===== config.mk =====
export PLATFORM = sky130hd
export DESIGN_NAME = cond_code_unit
export DESIGN_NICKNAME = d
export VERILOG_FILES = /design/src/rtl/cond_code_unit.sv
export SDC_FILE = /design/constraint.sdc
export NUM_CORES = 1
export LEC_CHECK = 0
export ABC_AREA = 1
export CORE_ASPECT_RATIO = 0.6
export CORE_UTILIZATION = 46
export CTS_CLUSTER_DIAMETER = 50
export DETAILED_ROUTE_END_ITERATION = 10
export PLACE_DENSITY = 0.81
export REMOVE_ABC_BUFFERS = 1
export SLEW_MARGIN = 40
export SYNTH_ARGS = -nofsm -noshare
export SYNTH_HDL_FRONTEND = slang
export SYNTH_SLANG_ARGS = --single-unit

===== constraint.sdc =====
create_clock -name clk -period 3.5 [get_ports clk]
set_input_delay 0.875 -clock clk [delete_from_list [all_inputs] [get_ports clk]]
set_output_delay 0.875 -clock clk [all_outputs]
set_load 0.005 [all_outputs]

===== src/rtl/cond_code_unit.sv =====
// cond_code_unit
//   Condition-code unit: classifies a datapath bus into one-hot {N,Z,P}, holds
//   the registered condition codes, computes the branch-enable flag and keeps a
//   small LIFO of saved condition codes for interrupt entry / RTI.
//   All state changes on the falling edge of clk.
//
// Ports
//   clk            single clock (state updates on falling edge)
//   rst            synchronous active-high reset
//   BUS[WIDTH-1:0] value to classify (ldCC) or PSR image in BUS[2:0] (ldPSR)
//   IR[15:0]       instruction register, IR[11:9] = branch n/z/p mask
//   ldCC           load CC from classified BUS
//   ldPSR          load CC from BUS[2:0] = {N,Z,P}
//   ldBEN          load branch-enable register
//   push / pop     save / restore {N,Z,P} on the stack
//   NVal/ZVal/PVal registered condition codes
//   BEN            registered branch enable
//   depth[4:0]     valid stack entries, full / empty decoded from it
//   err            sticky misuse flag, cleared only by rst
module cond_code_unit #(
   parameter int WIDTH = 16,
   parameter int DEPTH = 4
) (
   input  logic             clk,
   input  logic             rst,
   input  logic [WIDTH-1:0] BUS,
   input  logic [15:0]      IR,
   input  logic             ldCC,
   input  logic             ldPSR,
   input  logic             ldBEN,
   input  logic             push,
   input  logic             pop,
   output logic             NVal,
   output logic             ZVal,
   output logic             PVal,
   output logic             BEN,
   output logic [4:0]       depth,
   output logic             full,
   output logic             empty,
   output logic             err
);

   localparam int AW = (DEPTH > 1) ? $clog2(DEPTH) : 1;

   function automatic logic [2:0] classify(input logic [WIDTH-1:0] v);
      if (v[WIDTH-1])
         return 3'b100;
      else if (v == '0)
         return 3'b010;
      else
         return 3'b001;
   endfunction

   function automatic logic is_onehot(input logic [2:0] v);
      return (v == 3'b100) || (v == 3'b010) || (v == 3'b001);
   endfunction

   logic [2:0]    nzp_p0;
   logic [2:0]    nzp_d;
   logic [2:0]    psr_img;
   logic [2:0]    stack [DEPTH];
   logic [AW-1:0] wr_idx;
   logic [AW-1:0] rd_idx;
   logic          do_push;
   logic          do_pop;
   logic          psr_bad;
   logic          misuse;
   logic          unused_ir;

   // Only the branch mask of IR is meaningful here.
   assign unused_ir = ^{IR[15:12], IR[8:0]};

   assign full    = (depth == 5'(DEPTH));
   assign empty   = (depth == 5'd0);
   assign psr_img = 3'(BUS);
   assign wr_idx  = AW'(depth);
   assign rd_idx  = AW'(depth - 5'd1);

   // Simultaneous push and pop cancel each other out and count as misuse.
   assign do_push = push & ~pop & ~full;
   assign do_pop  = pop & ~push & ~empty;

   // A bad PSR image only matters when ldPSR actually wins the CC update.
   assign psr_bad = ldPSR & ~do_pop & ~is_onehot(psr_img);
   assign misuse  = (push & pop) | (push & ~pop & full) | (pop & ~push & empty) | psr_bad;

   always_comb begin
      nzp_d = nzp_p0;
      if (do_pop)
         nzp_d = stack[rd_idx];
      else if (ldPSR)
         nzp_d = is_onehot(psr_img) ? psr_img : 3'b010;
      else if (ldCC)
         nzp_d = classify(BUS);
   end

   // Control / condition-code state
   always_ff @(negedge clk) begin
      if (rst) begin
         nzp_p0 <= 3'b010;
         BEN    <= 1'b0;
         depth  <= 5'd0;
         err    <= 1'b0;
      end else begin
         nzp_p0 <= nzp_d;
         if (ldBEN)
            BEN <= |(IR[11:9] & nzp_p0);
         if (do_push)
            depth <= depth + 5'd1;
         else if (do_pop)
            depth <= depth - 5'd1;
         if (misuse)
            err <= 1'b1;
      end
   end

   // Stack storage: entries at or above depth are never read, so no reset.
   always_ff @(negedge clk) begin
      if (do_push)
         stack[wr_idx] <= nzp_p0;
   end

   assign {NVal, ZVal, PVal} = nzp_p0;

endmodule


* Word-level counts from Yosys, hierarchy flattened
Memories as Yosys holds them, arrays and structs flattened.
Cells that the tools add are included.
W data, S select, Z words.
** Cells by class
- $add $sub $neg :: 2
- Multiply operators :: 0
- Reductions and logical operators :: 7
- Equality and inequality tests :: 4
- Mux-type cells :: 10
- Magnitude comparators :: 0
- Shifts and indexed selects :: 0
- Bitwise gates (word level) :: 19
- Div/mod/pow operators :: 0
** Operators by type and width (count)
- $logic_not A16 Y1 :: 1
- $mux W3 :: 5
- $mux W5 :: 2
- $and A1 B1 Y1 :: 9
- $not A1 Y1 :: 6
- $add A5 B1 Y5 const B :: 1
- $eq A5 B3 Y1 const B :: 1
- $logic_not A5 Y1 :: 1
- $sub A5 B1 Y5 const B :: 1
- $and A3 B3 Y3 :: 1
- $eq A3 B1 Y1 const B :: 1
- $eq A3 B2 Y1 const B :: 1
- $eq A3 B3 Y1 const B :: 1
- $or A1 B1 Y1 :: 3
- $reduce_bool A3 Y1 :: 1
- $reduce_or A3 Y1 :: 1
- $logic_or A1 B1 Y1 :: 2
- $mux W1 :: 2
- $mux W2 :: 1
- $reduce_bool A2 Y1 :: 1
** Word-level totals
- Input bits :: 39
- RAM bits :: 12
- Logic and storage cells :: 47
- Bits in read-only memories :: 0
- Latch bits :: 0
- Memories kept :: 1
- Output and inout bits :: 12
- Register bits after elaboration :: 10
** Memories
- stack :: depth 4, width 3, read ports 1, clocked after Yosys merged registers in 0, write ports 1, line 61 : logic [2:0] stack [DEPTH];

* Depth between registers and ports, before layout
- Depth after elaboration :: 7
- Depth in mapped cells :: 11
- Gate-level depth less buffers :: 11

==> metrics.log <==
INFO  metric outcome = complete, but fails checks
INFO  metric violations = setup timing
INFO  metric drtAntennaViolNets = 0
INFO  metric power = ~940 uW
INFO  metric worst_clock_skew = between 0.02 and 0.025 ns
INFO  metric cts_tree = yes
INFO  metric finalSetupViolations = 7
INFO  metric yosys_warnings = 0
INFO  metric most-common-layout-cells = sky130_fd_sc_hd__nand2_1 (46), sky130_fd_sc_hd__inv_1 (38), sky130_fd_sc_hd__buf_4 (30)
INFO  metric synth_cell_type_count = 26
INFO  metric layout-area-overhead-vs-synth = 70.0%
INFO  metric yosysSeqAreaShare = around 43%
INFO  metric p_leak = around 0.0011 uW
INFO  metric cts.clk_slew.worst_paths = approximately 0.050 ns
INFO  metric path_depth_of_the_worst_reg2reg_path = 12
INFO  metric worst_ir_drop_vdd = 0.000242 V
INFO  metric synth.top_cells.by_area = sky130_fd_sc_hd__edfxtp_1 (28%), sky130_fd_sc_hd__dfxtp_1 (16%), sky130_fd_sc_hd__nand2_1 (14%)
INFO  metric critical_path_required = 2.62 ns
INFO  metric critPathMaxFanout = 2
INFO  metric wl_per_cell = ~16 um
INFO  metric cts-root-to-sink-buffers = 2
INFO  metric post_synth_instance_area = 0.00129 mm^2
INFO  metric die_h = approximately 43 um
INFO  metric cts_sinks = 22
INFO  metric layout.cells.non_filler = ~310
INFO  metric htree_num_levels = 1
INFO  metric postRouteWirelength = between 4000 and 5000 um
INFO  metric final_worst_path_setup_slack = -0.383 ns
INFO  metric detail_route.iter0.violations = roughly 130
INFO  metric worstSkewPairLatency = roughly 0.35 ns
INFO  metric finalNetCount = 319
INFO  metric synthDominantAreaCellType = sky130_fd_sc_hd__edfxtp_1
INFO  metric timing.rr.start = depth[0]
INFO  metric layout_commonest_cell = sky130_fd_sc_hd__nand2_1
INFO  metric post_route_cells_drive_above_1_share = about 34%
INFO  metric maxSlewHeadroom = about four fifths
INFO  metric synth_cells = between 150 and 200
INFO  metric r2r_end = nzp_p0[2]
INFO  metric cp-start-kind = register
INFO  metric die_width = approximately 70 um
INFO  metric initial_utilization = between 50% and 60%
INFO  metric cp-end-kind = output port
INFO  metric rsz_0062_raised_after_global_routing = true
INFO  metric hold_viol = 0
INFO  metric setup.worst_path.start = depth[0]
INFO  metric dp_cells = between 200 and 300
INFO  metric min-delay-path-class = reg2reg
INFO  metric io_buffer_count = 37
INFO  metric numCtsBuffers = 3
INFO  metric floorplan.die_area = 0.00302 mm^2
INFO  metric per_instance_average_area_after_synthesis = 7.36 um^2
INFO  metric number_of_global_route_vias_before_repair = about 1,600
INFO  metric via_per_inst = approximately 5.4
INFO  metric yosysTopAreaCellShare = 28.0%
INFO  metric grt_pass1_wl = 7150 um
INFO  metric ioPinCount = slightly above 50
INFO  metric post-dp-hpwl = between 2000 and 3000 um
INFO  metric num-fill-cells = about 130
INFO  metric core-area = between 0.002 and 0.003 mm^2
INFO  metric endpoint = empty
INFO  metric n_antenna_cell = 0
INFO  metric antenna_found_initial = 0
INFO  metric globalRouteOverflowTotal = 0
INFO  metric routabilityCongestion = 0.887
INFO  metric timing.critical_path.arrival = about 3.0 ns
INFO  metric crit_type = reg2out
INFO  metric holdBufCountCts = 0
INFO  metric post-route-util = 85.1%
INFO  metric tightest_slew = between 0.3 and 0.4 ns
INFO  metric grt_start_max_net_pins = 14
INFO  metric max-cap-violations = 0
INFO  metric synth-seq-cells = 22
INFO  metric detailroute.via_count = roughly 1,700
INFO  metric drt_pass1_iterations = 6
INFO  metric std_cell_rows = 14
INFO  metric clockRootBuffer = sky130_fd_sc_hd__clkbuf_8
INFO  metric power_per_cell_area = about 430 mW/mm^2
INFO  metric drcViolationCount = 0
INFO  metric global_route.usage.total = a little under a third
INFO  metric rrSetupSlack = roughly 1.9 ns
INFO  metric timing_max_transition_violations_final = 0
-- cells in the mapped netlist --
| library cell | count |
|---|---|
| sky130_fd_sc_hd__o211ai_1 | 1 |
| sky130_fd_sc_hd__dfxtp_1 | 10 |
| sky130_fd_sc_hd__edfxtp_1 | 12 |
| sky130_fd_sc_hd__nand3_2 | 1 |
| sky130_fd_sc_hd__inv_2 | 2 |
| sky130_fd_sc_hd__ha_1 | 5 |
| sky130_fd_sc_hd__nor2_1 | 31 |
| sky130_fd_sc_hd__nand2_4 | 1 |
| sky130_fd_sc_hd__nand3_1 | 10 |
| sky130_fd_sc_hd__a41oi_1 | 1 |
| sky130_fd_sc_hd__o21ai_1 | 4 |
| sky130_fd_sc_hd__o21bai_4 | 1 |
| sky130_fd_sc_hd__nand2_2 | 2 |
| sky130_fd_sc_hd__nor3_1 | 2 |
| sky130_fd_sc_hd__nand4_1 | 1 |
| sky130_fd_sc_hd__inv_1 | 21 |
| sky130_fd_sc_hd__o22ai_1 | 1 |
| sky130_fd_sc_hd__o21ai_0 | 7 |
| sky130_fd_sc_hd__buf_2 | 1 |
| sky130_fd_sc_hd__nand3b_1 | 3 |
| sky130_fd_sc_hd__nand2_1 | 48 |
| sky130_fd_sc_hd__a21oi_2 | 1 |
| sky130_fd_sc_hd__nor2_2 | 1 |
| sky130_fd_sc_hd__a21oi_1 | 6 |
| sky130_fd_sc_hd__clkinv_2 | 1 |
| sky130_fd_sc_hd__xor2_1 | 1 |
-- per-stage QoR --
step	area, um^2	setup WS, ns	setup TNS [ns]	hold slack, ns
finish	2190	-0.383	-1.02	0.553
floorplan	1280	-0.359	-0.606	0.508
global placement	1890	-0.462	-10.17	0.508
detailed placement	1890	-0.485	-11.14	0.555
CTS	2150	-0.346	-0.819	0.561
global route	2190	-0.431	-1.36	0.581
-- routing by layer --
| layer | up-vias | GRT usage [%] | part of all wire (%) |
|---|---|---|---|
| li1 | 759 | - | - |
| met1 | 708 | 31.8 | 34 |
| met2 | 135 | 55.6 | 45 |
| met3 | 50 | 13.3 | 12 |
| met4 | 0 | 19.2 | 8.1 |
| met5 | - | 0 | 0 |
-- state kept, by name, indices dropped and copies added (netlist names) --
signal,flops
BEN,1
err,1
nzp_p0,3
stack,12
depth,5
-- how the worst min path moves through the flow --
stage	startpoint	endpoint	slack, ns	cells after the start
2_1_floorplan	depth[1]	depth[1]	0.51	2
3_3_place_gp	err	err	0.51	3
3_5_place_dp	err	err	0.56	3
4_1_cts	nzp_p0[1]	stack[1][1]	0.56	1
5_1_grt	nzp_p0[2]	stack[3][2]	0.58	1
6_report	err	err	0.55	3
-- timing repair --
action,CTS,global route
setup buffers,10,3
gates resized for setup,83,20
pin swaps,7,12
gates cloned,0,0
setup endpoints to repair,33,14
-- worst max-delay path, stage by stage (launching register included) --
cell and delay (ns):
sky130_fd_sc_hd__dfxtp_2 0.32, sky130_fd_sc_hd__inv_2 0.07, sky130_fd_sc_hd__ha_4 0.15, sky130_fd_sc_hd__inv_2 0.04, sky130_fd_sc_hd__nor2_2 0.10, sky130_fd_sc_hd__nand2_2 0.07, sky130_fd_sc_hd__inv_1 0.05, sky130_fd_sc_hd__buf_2 0.10
-- where the power goes --
group          internal (uW)  switching (uW)  total, uW
clock network            115             173        288
logic                    170             173        344
registers                298            11.0        309
total                    583             358        941
-- kinds of logic (layout without fill, tap and decap cells) --
| group | after synthesis | after routing | share of synthesized area [%] |
|---|---|---|---|
| AND/OR/NAND/NOR | 100 | 100 | 33.0 |
| buffers and inverters | 25 | 124 | 7.48 |
| AO/OA/AOI/OAI | 22 | 22 | 10.5 |
| flip-flops | 22 | 22 | 43.5 |
| adder cells (fa/ha/maj) | 5 | 5 | 4.85 |
| XOR/XNOR | 1 | 1 | 0.680 |
-- area by class of cell --
| class | instances | area [um^2] | area share (%) |
|---|---|---|---|
| Clock inverter | 23 | 88.8 | 4.05 |
| Clock buffer | 3 | 41.3 | 1.88 |
| Inverter | 23 | 91.3 | 4.17 |
| Tap cell | 32 | 40.0 | 1.83 |
| Timing Repair Buffer | 75 | 663 | 30.3 |
| Sequential cell | 22 | 573 | 26.2 |
| Multi-Input combinational cell | 128 | 693 | 31.6 |
No activity file was read; power rests on OpenSTA's default activity.
